===== src/rtl/sample_fifo_sync.sv =====
// Single-clock sample FIFO with registered read data, level-derived flags
// and sticky overflow/underflow error flags.
module sample_fifo_sync #(
   parameter int DATA_W   = 16,
   parameter int DEPTH    = 16,
   parameter int AF_LEVEL = DEPTH - 2,
   parameter int AE_LEVEL = 2
) (
   input  logic                       clk,
   input  logic                       reset,
   input  logic                       wr_en,
   input  logic [DATA_W-1:0]          write_data,
   input  logic                       rd_en,
   output logic [DATA_W-1:0]          read_value,
   output logic                       read_valid,
   output logic                       full,
   output logic                       empty,
   output logic                       almost_full,
   output logic                       almost_empty,
   output logic [$clog2(DEPTH):0]     level,
   output logic                       overflow,
   output logic                       underflow,
   input  logic                       clear_err
);

   localparam int AW = $clog2(DEPTH);
   localparam int LW = AW + 1;
   localparam logic [LW-1:0] DEPTH_L = LW'(DEPTH);
   localparam logic [LW-1:0] AF_L    = LW'(AF_LEVEL);
   localparam logic [LW-1:0] AE_L    = LW'(AE_LEVEL);

   logic [DATA_W-1:0] mem [DEPTH];
   logic [AW-1:0]     wr_ptr;
   logic [AW-1:0]     rd_ptr;
   logic              rd_acc;
   logic              wr_acc;

   // A full FIFO still takes a write when a read frees a slot in the same
   // cycle; an empty FIFO never forwards write data straight to the output.
   assign rd_acc = rd_en & ~empty;
   assign wr_acc = wr_en & (~full | rd_acc);

   assign full         = (level == DEPTH_L);
   assign empty        = (level == '0);
   assign almost_full  = (level >= AF_L);
   assign almost_empty = (level <= AE_L);

   // Storage is left uninitialised on reset; the pointers define validity.
   always_ff @(posedge clk) begin
      if (wr_acc && !reset)
         mem[wr_ptr] <= write_data;
   end

   always_ff @(posedge clk) begin
      if (reset) begin
         wr_ptr     <= '0;
         rd_ptr     <= '0;
         level      <= '0;
         read_value <= '0;
         read_valid <= 1'b0;
         overflow   <= 1'b0;
         underflow  <= 1'b0;
      end else begin
         read_valid <= rd_acc;
         if (wr_acc)
            wr_ptr <= wr_ptr + 1'b1;
         if (rd_acc) begin
            read_value <= mem[rd_ptr];
            rd_ptr     <= rd_ptr + 1'b1;
         end
         case ({wr_acc, rd_acc})
            2'b10:   level <= level + 1'b1;
            2'b01:   level <= level - 1'b1;
            default: level <= level;
         endcase
         // A fresh error in the clearing cycle wins over clear_err.
         overflow  <= (wr_en & ~wr_acc) | (overflow  & ~clear_err);
         underflow <= (rd_en & ~rd_acc) | (underflow & ~clear_err);
      end
   end

endmodule


===== config.mk =====
export PLATFORM = sky130hd
export DESIGN_NAME = sample_fifo_sync
export DESIGN_NICKNAME = d
export VERILOG_FILES = /design/src/rtl/sample_fifo_sync.sv
export SDC_FILE = /design/constraint.sdc
export NUM_CORES = 1
export LEC_CHECK = 0
export CORE_ASPECT_RATIO = 1.5
export CORE_MARGIN = 3
export CORE_UTILIZATION = 25
export CTS_BUF_LIST = sky130_fd_sc_hd__clkbuf_8
export DETAILED_ROUTE_END_ITERATION = 10
export DONT_BUFFER_PORTS = 1
export PLACE_DENSITY = 0.5
export SETUP_SLACK_MARGIN = 0.2
export SLEW_MARGIN = 20
export SYNTH_ARGS = -nofsm -noshare
export SYNTH_HDL_FRONTEND = slang
export SYNTH_SLANG_ARGS = --single-unit

===== constraint.sdc =====
create_clock -name clk -period 4.8 [get_ports clk]
set_clock_uncertainty 0.1 [all_clocks]
set_input_delay 0.96 -clock clk [delete_from_list [all_inputs] [get_ports clk]]
set_output_delay 0.96 -clock clk [all_outputs]
set_load 0.02 [all_outputs]

[Word level (Yosys, flattened, before mapping)]
Memories as Yosys holds them, arrays and structs flattened. A register that Yosys moved wholly into a read port is not among the register bits.
Cells that the tools add are included.
Cells by class
  add/subtract/negate cells: 4
  magnitude comparators: 2
  eq/ne operators: 3
  muxes and demuxes: 3
  bitwise gates (word level): 14
  reductions and logical operators: 4
Operators by type and width (count)
  5-bit one-hot mux with 2 select lines: 1
  4-bit by 1-bit adder with 4-bit output (second input constant): 2
  1-bit bitwise AND: 6
  5-bit by 1-bit adder with 5-bit output (second input constant): 1
  5-bit equality test (second input constant): 1
  5-bit by 4-bit >= comparator with 1-bit output (second input constant): 1
  5-bit by 2-bit less-or-equal comparator with 1-bit output (second input constant): 1
  5-bit zero test: 1
  1-bit NOT: 5
  5-bit by 1-bit subtractor with 5-bit output (second input constant): 1
  1-bit OR: 3
  2-bit by 1-bit equality test with 1-bit output (second input constant): 1
  2-bit equality test (second input constant): 1
  1-bit 2-to-1 mux: 2
  2-bit nonzero test: 1
  1-bit logical AND: 1
  1-bit zero test: 1
Storage, ports and cells
  register bits: 16
  memory bits (writable): 256
  logic and storage cells: 37
  memories: 1
Memories
  mem: depth 16, bits a word 16, read ports 1, clocked after Yosys merged registers in 1, write ports 1, line 32  | logic [DATA_W-1:0] mem [DEPTH];

[Longest topological paths before layout]
Gate-level depths: netlist (run 1).
  depth in word-level cells: 8
  gate-level depth with buffers: 10

[Least setup slack after synthesis (run 1)]
OpenSTA, ideal clock, no wires.
  kind: input to register
  from: in wr_en
  to: mem mem[0][0] (enable)
  library setup time: 0.388 ns
  arrival time: 2.447 ns
  data required time: 4.312 ns
  setup slack: 1.865 ns
  cell stages on the path: 4
  buffers on the path: 1
  cell sequence: clkbuf_1 -> o31a_1 -> nand2_1 -> nor2_1
On the way
  cells in the longest elaborated chain, start to end: 4
Ends and longest elaborated chain
  start: declaration: line 11  | input logic wr_en,
  1-bit bitwise AND: line 41  | assign wr_acc = wr_en & (~full | rd_acc);
  1-bit logical AND: line 50  | if (wr_acc && !reset)
  1-bit 2-to-1 mux: line 50
  1-bit 2-to-1 mux (not written as such): line 51  | mem[wr_ptr] <= write_data;
  end: declaration: line 32
No other way between the ends.

[Worst setup path after layout (run 1)]
  from: reg level[0]
  to: out empty
On the way
  cells in the longest elaborated chain, start to end: 1
Ends and longest elaborated chain
  start: declaration: line 20  | output logic [$clog2(DEPTH):0] level,
  start signal: assignment: line 72  | 2'b10: level <= level + 1'b1;
  start signal: assignment: line 73  | 2'b01: level <= level - 1'b1;
  start signal: assignment: line 74  | default: level <= level;
  5-bit zero test: line 44  | assign empty = (level == '0);
  end: declaration: line 17  | output logic empty,
No other way between the ends.

==> results of run 1 <==
final timing paths:
path	startpoint	endpoint	slack, ns	cells past startpoint
worst max-delay path	level[0]	empty	1.58	2
worst min-delay path	reset	read_value[2]	0.38	1
worst max register to register	level[0]	level[4]	1.88	8
worst min register to register	rd_ptr[1]	rd_ptr[1]	0.47	2
layer usage:
metal / routed length [um] / part of all wire (%)
met1: 9950 / 38
met2: 14300 / 54
met3: 1250 / 4.8
met4: 857 / 3.3
met5: 0 / 0
cells in the mapped netlist (2+ instances only):
master / n
a21o_1: 2
mux2_4: 2
a21oi_1: 5
buf_2: 11
or3_1: 3
clkbuf_1: 16
nand2_1: 9
mux2i_1: 69
nor2_1: 46
nand2b_1: 6
nor2b_1: 6
a22o_1: 15
inv_1: 5
dfxtp_1: 32
nor3_1: 16
ha_1: 8
edfxtp_1: 256
nand3b_1: 2
nor4_1: 16
buf_1: 3
a211o_1: 2
xnor2_1: 3
nand3_1: 5
mux4_2: 32
buf_4: 4
o22ai_1: 32
xor2_1: 2
final cells by class:
cell class / count / area [um^2]
repair buffers: 22 / 178
multi-input cells: 300 / 2730
clock inverters: 28 / 119
clock buffers: 51 / 702
well taps: 576 / 721
flip-flops and latches: 288 / 8330
inverters: 5 / 18.8
diodes: 1 / 2.50
fillers: 4366 / 31300
power breakdown:
part	internal [W]	total [W]	switching, W	leakage (nW)
clock network	0.000967	0.00188	0.000917	0.493
logic	0.000329	0.000817	0.000487	0.869
registers	0.00285	0.00311	0.000253	2.57
worst max-delay path, stage by stage, from the launching register on:
cell     delay, ns
dfxtp_1       0.46
or4_1         0.74
nor2_1        0.41
flip-flops by register name, indices dropped and copies added, names as in the netlist:
register    count
level           5
mem           256
overflow        1
rd_ptr          4
read_valid      1
read_value     16
underflow       1
wr_ptr          4
kinds of logic after synthesis:
| kind of cell | after synthesis |
|---|---|
| muxes | 105 |
| AOI/OAI and AO/OA | 67 |
| adders and majority gates | 9 |
| DFF | 288 |
| xor gates and xnor gates | 5 |
| and+or+nand+nor | 114 |
| buffers and inverters | 40 |
metrics by stage:
step	worst slack (ns)	area [um^2]
after floorplan	1.86	11200
after CTS	1.52	12800
after global placement	1.90	12000
after detailed placement	1.83	12000
after global routing	1.47	12800
final	1.58	12800
==> impl_metrics.ini, run 1 <==
[global_route]
globalRoute.totalOverflow = 0
grt.met1_usage_pct = 12.4
met2_usage_pct = 20.8
grt_antenna_before_repair = 1
use_met3_pct = 2.14
grt_pass1_wl_um = 39100
grt_pass1_vias = 6085
grt_most_used_layer = met2
grt_start_max_net_pins = 62
grt_usage_pct = 11.2

[critical_path]
cp_max_fo = 8
critPathCaptureType = primary output
critPathRequiredTime_ns = 3.74
worstSetupPathType = reg2out
critical_path.startpoint_type = flip-flop
worst-endpoint-arrival_ns = 2.16

[clocking]
cts.sinks = 288
cts_tree = done
path_clk_slew_ns = 0.06
cts-root-buf = clkbuf_8
cts_made_buffers = 43
clockBufferDepth = 3
post_cts_resized = 0
postCtsSetupBuffers = 0
htree_levels = 2
clkLatencyLatePin_ns = 0.56
hold_buffers = 0

[timing]
setup_viol = 0
min_period_over_period_pct = 67.2
hold_viol_final = 0
worst_pin_slew_ns = 1.06
fin_tns_setup_ns = 0
slew_headroom_pct = 29.1
rsz0062_at_grt = false
max_freq_mhz = 310
period_needed_ns = 3.22
drv_slew = 0
fin_hold_ws_ns = 0.385

[run]
timing.max_cap.violations = 0

[synth]
syn_nets = 658
avgSynthCellArea_um2 = 17.8
ys_ff_latch = 288
synth_top_area_cell = edfxtp_1
synthSimpleGateAreaFrac_pct = 5.04
synth_area_leaders = edfxtp_1 69%, mux4_2 6.4%, mux2i_1 6.2%
synth_top_family_by_area = multiplexers
synth_area_um2 = 11200
ys_seq_area_share_pct = 74.3
ys_warn_count = 0
yosysTopAreaCellShare_pct = 68.6
ys_async_sr_fraction_pct = 0
syn_inst = 628
yosysUniqueCellTypes = 47
synth_compound_area_share_pct = 4.42
synth_edf_count = 256
yosys.area_share.xor_xnor_pct = 0.391
synth_flop_cell = edfxtp_1
muxShareOfSynthArea_pct = 13.1
synthAdderAreaFrac_pct = 1.07

[finish]
post-route-util_pct = 29.0
final_common_cell = edfxtp_1
nets = 690
fin_cells = 1271
drive_gt1_share_pct = 19.6
area_growth_syn_to_layout_pct = 14.3
mostFrequentLayoutCells = 256 x edfxtp_1, 69 x mux2i_1, 51 x clkbuf_8, 32 x mux4_2, 32 x o22ai_1

[floorplan]
die-area_um2 = 47400
io_pins = 49
dieWidth_um = 179
core_um2 = 44100
initial_utilization_pct = 25.4
die_y_um = 265
rows = 94

[min_path]
min_path_type = in2reg

[detailed_routing]
via_per_inst = 4.49
drc = 0
num_vias = 5705
drt-initial-drc-count = 303
avgRoutedWirePerCell_um = 20.7
wl_um = 26300
drt_pass1_iterations = 4
antenna_left = 0

[power]
power_density_nw_per_um2 = 453
power_w = 0.00581
vdd_drop_max_mv = 0.147
leakage_nw = 3.93

[placed_design]
hpwl_um = 15800
dp.cells = 1191
gp_congestion = 0.708
portBuffers = 0

[outcome]
status = finished, final reports clean
Note: power is estimated with default switching activity, not from simulation.
==> run 2, diff against run 1 <==
- PLACE_DENSITY: 0.5 -> 0.52
- clock period: 4.8 -> 2.92 ns (I/O delays scaled with it)
==> run 2 against run 1 <==
Compared with the run above:
- routed wire length is 5.9% higher
- combinational power increased by 110%
- non-clock buffer count rose by 54
- critical path depth rose by 6
- final area is 4.6% higher
- largest power group unchanged
- total power is 71% higher
- count of clock-buffer cells in the layout down 4
- worst hold slack got worse by 0.35 ns
- setup slack got worse by 1.3 ns
==> impl_metrics.ini, run 2 (same netlist as run 1, synthesis figures left out) <==
[power]
power_density_nw_per_um2 = 740
leakage_nw = 4.18
vdd_drop_max_mv = 0.268

[global_route]
grt_antenna_before_repair = 2
grt_pass1_wl_um = 40400
grt_start_max_net_pins = 28
grt_usage_pct = 11.7
grt_pass1_vias = 6261
globalRoute.totalOverflow = 0

[detailed_routing]
drc = 0
antenna_left = 0
via_per_inst = 4.47
num_vias = 5912
drt_pass1_iterations = 4
wl_um = 27900
avgRoutedWirePerCell_um = 21.1
drt-initial-drc-count = 291

[critical_path]
critical_path.startpoint_type = flip-flop
worst-endpoint-arrival_ns = 2.90
worstSetupPathType = reg2reg
critPathRequiredTime_ns = 3.21
critPathCaptureType = flip-flop
worstRegToRegCells = 8
cp_max_fo = 8

[timing]
min_period_over_period_pct = 89.4
period_needed_ns = 2.61
setup_viol = 0
fin_tns_setup_ns = 0
slew_headroom_pct = 27.7
hold_viol_final = 0
max_freq_mhz = 383
drv_slew = 0
worst_pin_slew_ns = 1.08
rsz0062_at_grt = false

[floorplan]
rows = 94
initial_utilization_pct = 25.4
die_y_um = 265
dieWidth_um = 179
io_pins = 49
die-area_um2 = 47400
core_um2 = 44100

[finish]
fin_cells = 1324
final_common_cell = edfxtp_1
nets = 743
drive_gt1_share_pct = 21.6
mostFrequentLayoutCells = 256 x edfxtp_1, 69 x mux2i_1, 47 x clkbuf_8, 36 x buf_4, 35 x dlygate4sd3_1
largest_reg_flops = 256
area_growth_syn_to_layout_pct = 19.5
regMostFlops = mem
top_regs = mem: 256 flops, read_value: 16 flops, level: 5 flops

[clocking]
clkLatencyLatePin_ns = 0.55
path_clk_slew_ns = 0.06
cts.sinks = 288
cts-root-buf = clkbuf_8
htree_levels = 2
clockBufferDepth = 3
cts_tree = done
cts_made_buffers = 42

[placed_design]
dp.cells = 1208
hpwl_um = 16300
portBuffers = 0
gp_congestion = 0.749

[outcome]
status = finished, final reports clean

[run]
timing.max_cap.violations = 0

[min_path]
holdPathStages = 0
min_path_type = in2reg
[run 2: cell count changes in the layout (fill, tap and decap cells not counted), moves of 2 or more]
cell / change
dlygate4sd3_1: +35
clkbuf_8: -4
bufinv_16: +2
clkinv_2: +2
clkinv_1: +4
buf_12: +4
buf_4: +15
dfxtp_4: +3
dfxtp_1: -3
inv_1: -4
[run 2: routing by layer]
layer  track usage (%)  wire [um]
met5                 0          0
met3              1.89       1260
met4              4.53        787
met2              21.9      15200
met1              13.0      10600
[run 2: layout make-up]
type / count / area [um^2]
Antenna cell: 1 / 2.50
Timing Repair Buffer: 76 / 721
Multi-Input combinational cell: 300 / 2760
Fill cell: 4335 / 30700
Sequential cell: 288 / 8340
Tap cell: 576 / 721
Clock buffer: 47 / 647
Clock inverter: 31 / 181
Inverter: 5 / 18.8
[run 2: metrics by stage]
step                      util (%)  total power [W]  hold slack, ns  worst slack (ns)  instance area [um^2]
after floorplan                  -          0.00623           0.434             0.181                 11200
after global placement        27.6          0.00669           0.438             0.269                 12200
after detailed placement      27.6          0.00673           0.450             0.275                 12200
after CTS                     30.2           0.0100        0.000183             0.238                 13300
after global routing          30.4           0.0104         0.00103             0.214                 13400
final                         30.4          0.00990          0.0351             0.311                 13400
[run 2: worst paths after layout]
kind                      start    endpoint  slack [ns]
hold reg to reg       rd_ptr[1]   rd_ptr[1]        0.47
setup reg to reg       level[1]    level[4]        0.31
hold / removal    write_data[3]  mem[14][3]        0.04
setup / recovery       level[1]    level[4]        0.31
[run 2: power breakdown]
group	internal (W)	switching, W	total [W]
Sequential	0.00470	0.000340	0.00504
Combinational	0.000733	0.000964	0.00170
Clock	0.00166	0.00151	0.00317
[run 2: timing repair]
| action | in CTS | in global routing |
|---|---|---|
| resized for setup | 0 | 1 |
| hold endpoints to repair | 204 | 8 |
| hold buffers | 29 | 6 |
| setup endpoints to repair | 0 | 1 |
| buffers inserted | 0 | 2 |
[run 2: worst max-delay path: stages (launching register included)]
cell and delay (ns):
dfxtp_4 0.40, or4_4 0.57, o21ai_4 0.18, nor2_4 0.07, fa_2 0.39, a21o_1 0.18
a2111o_1 0.35, o211ai_1 0.11, a31oi_1 0.10
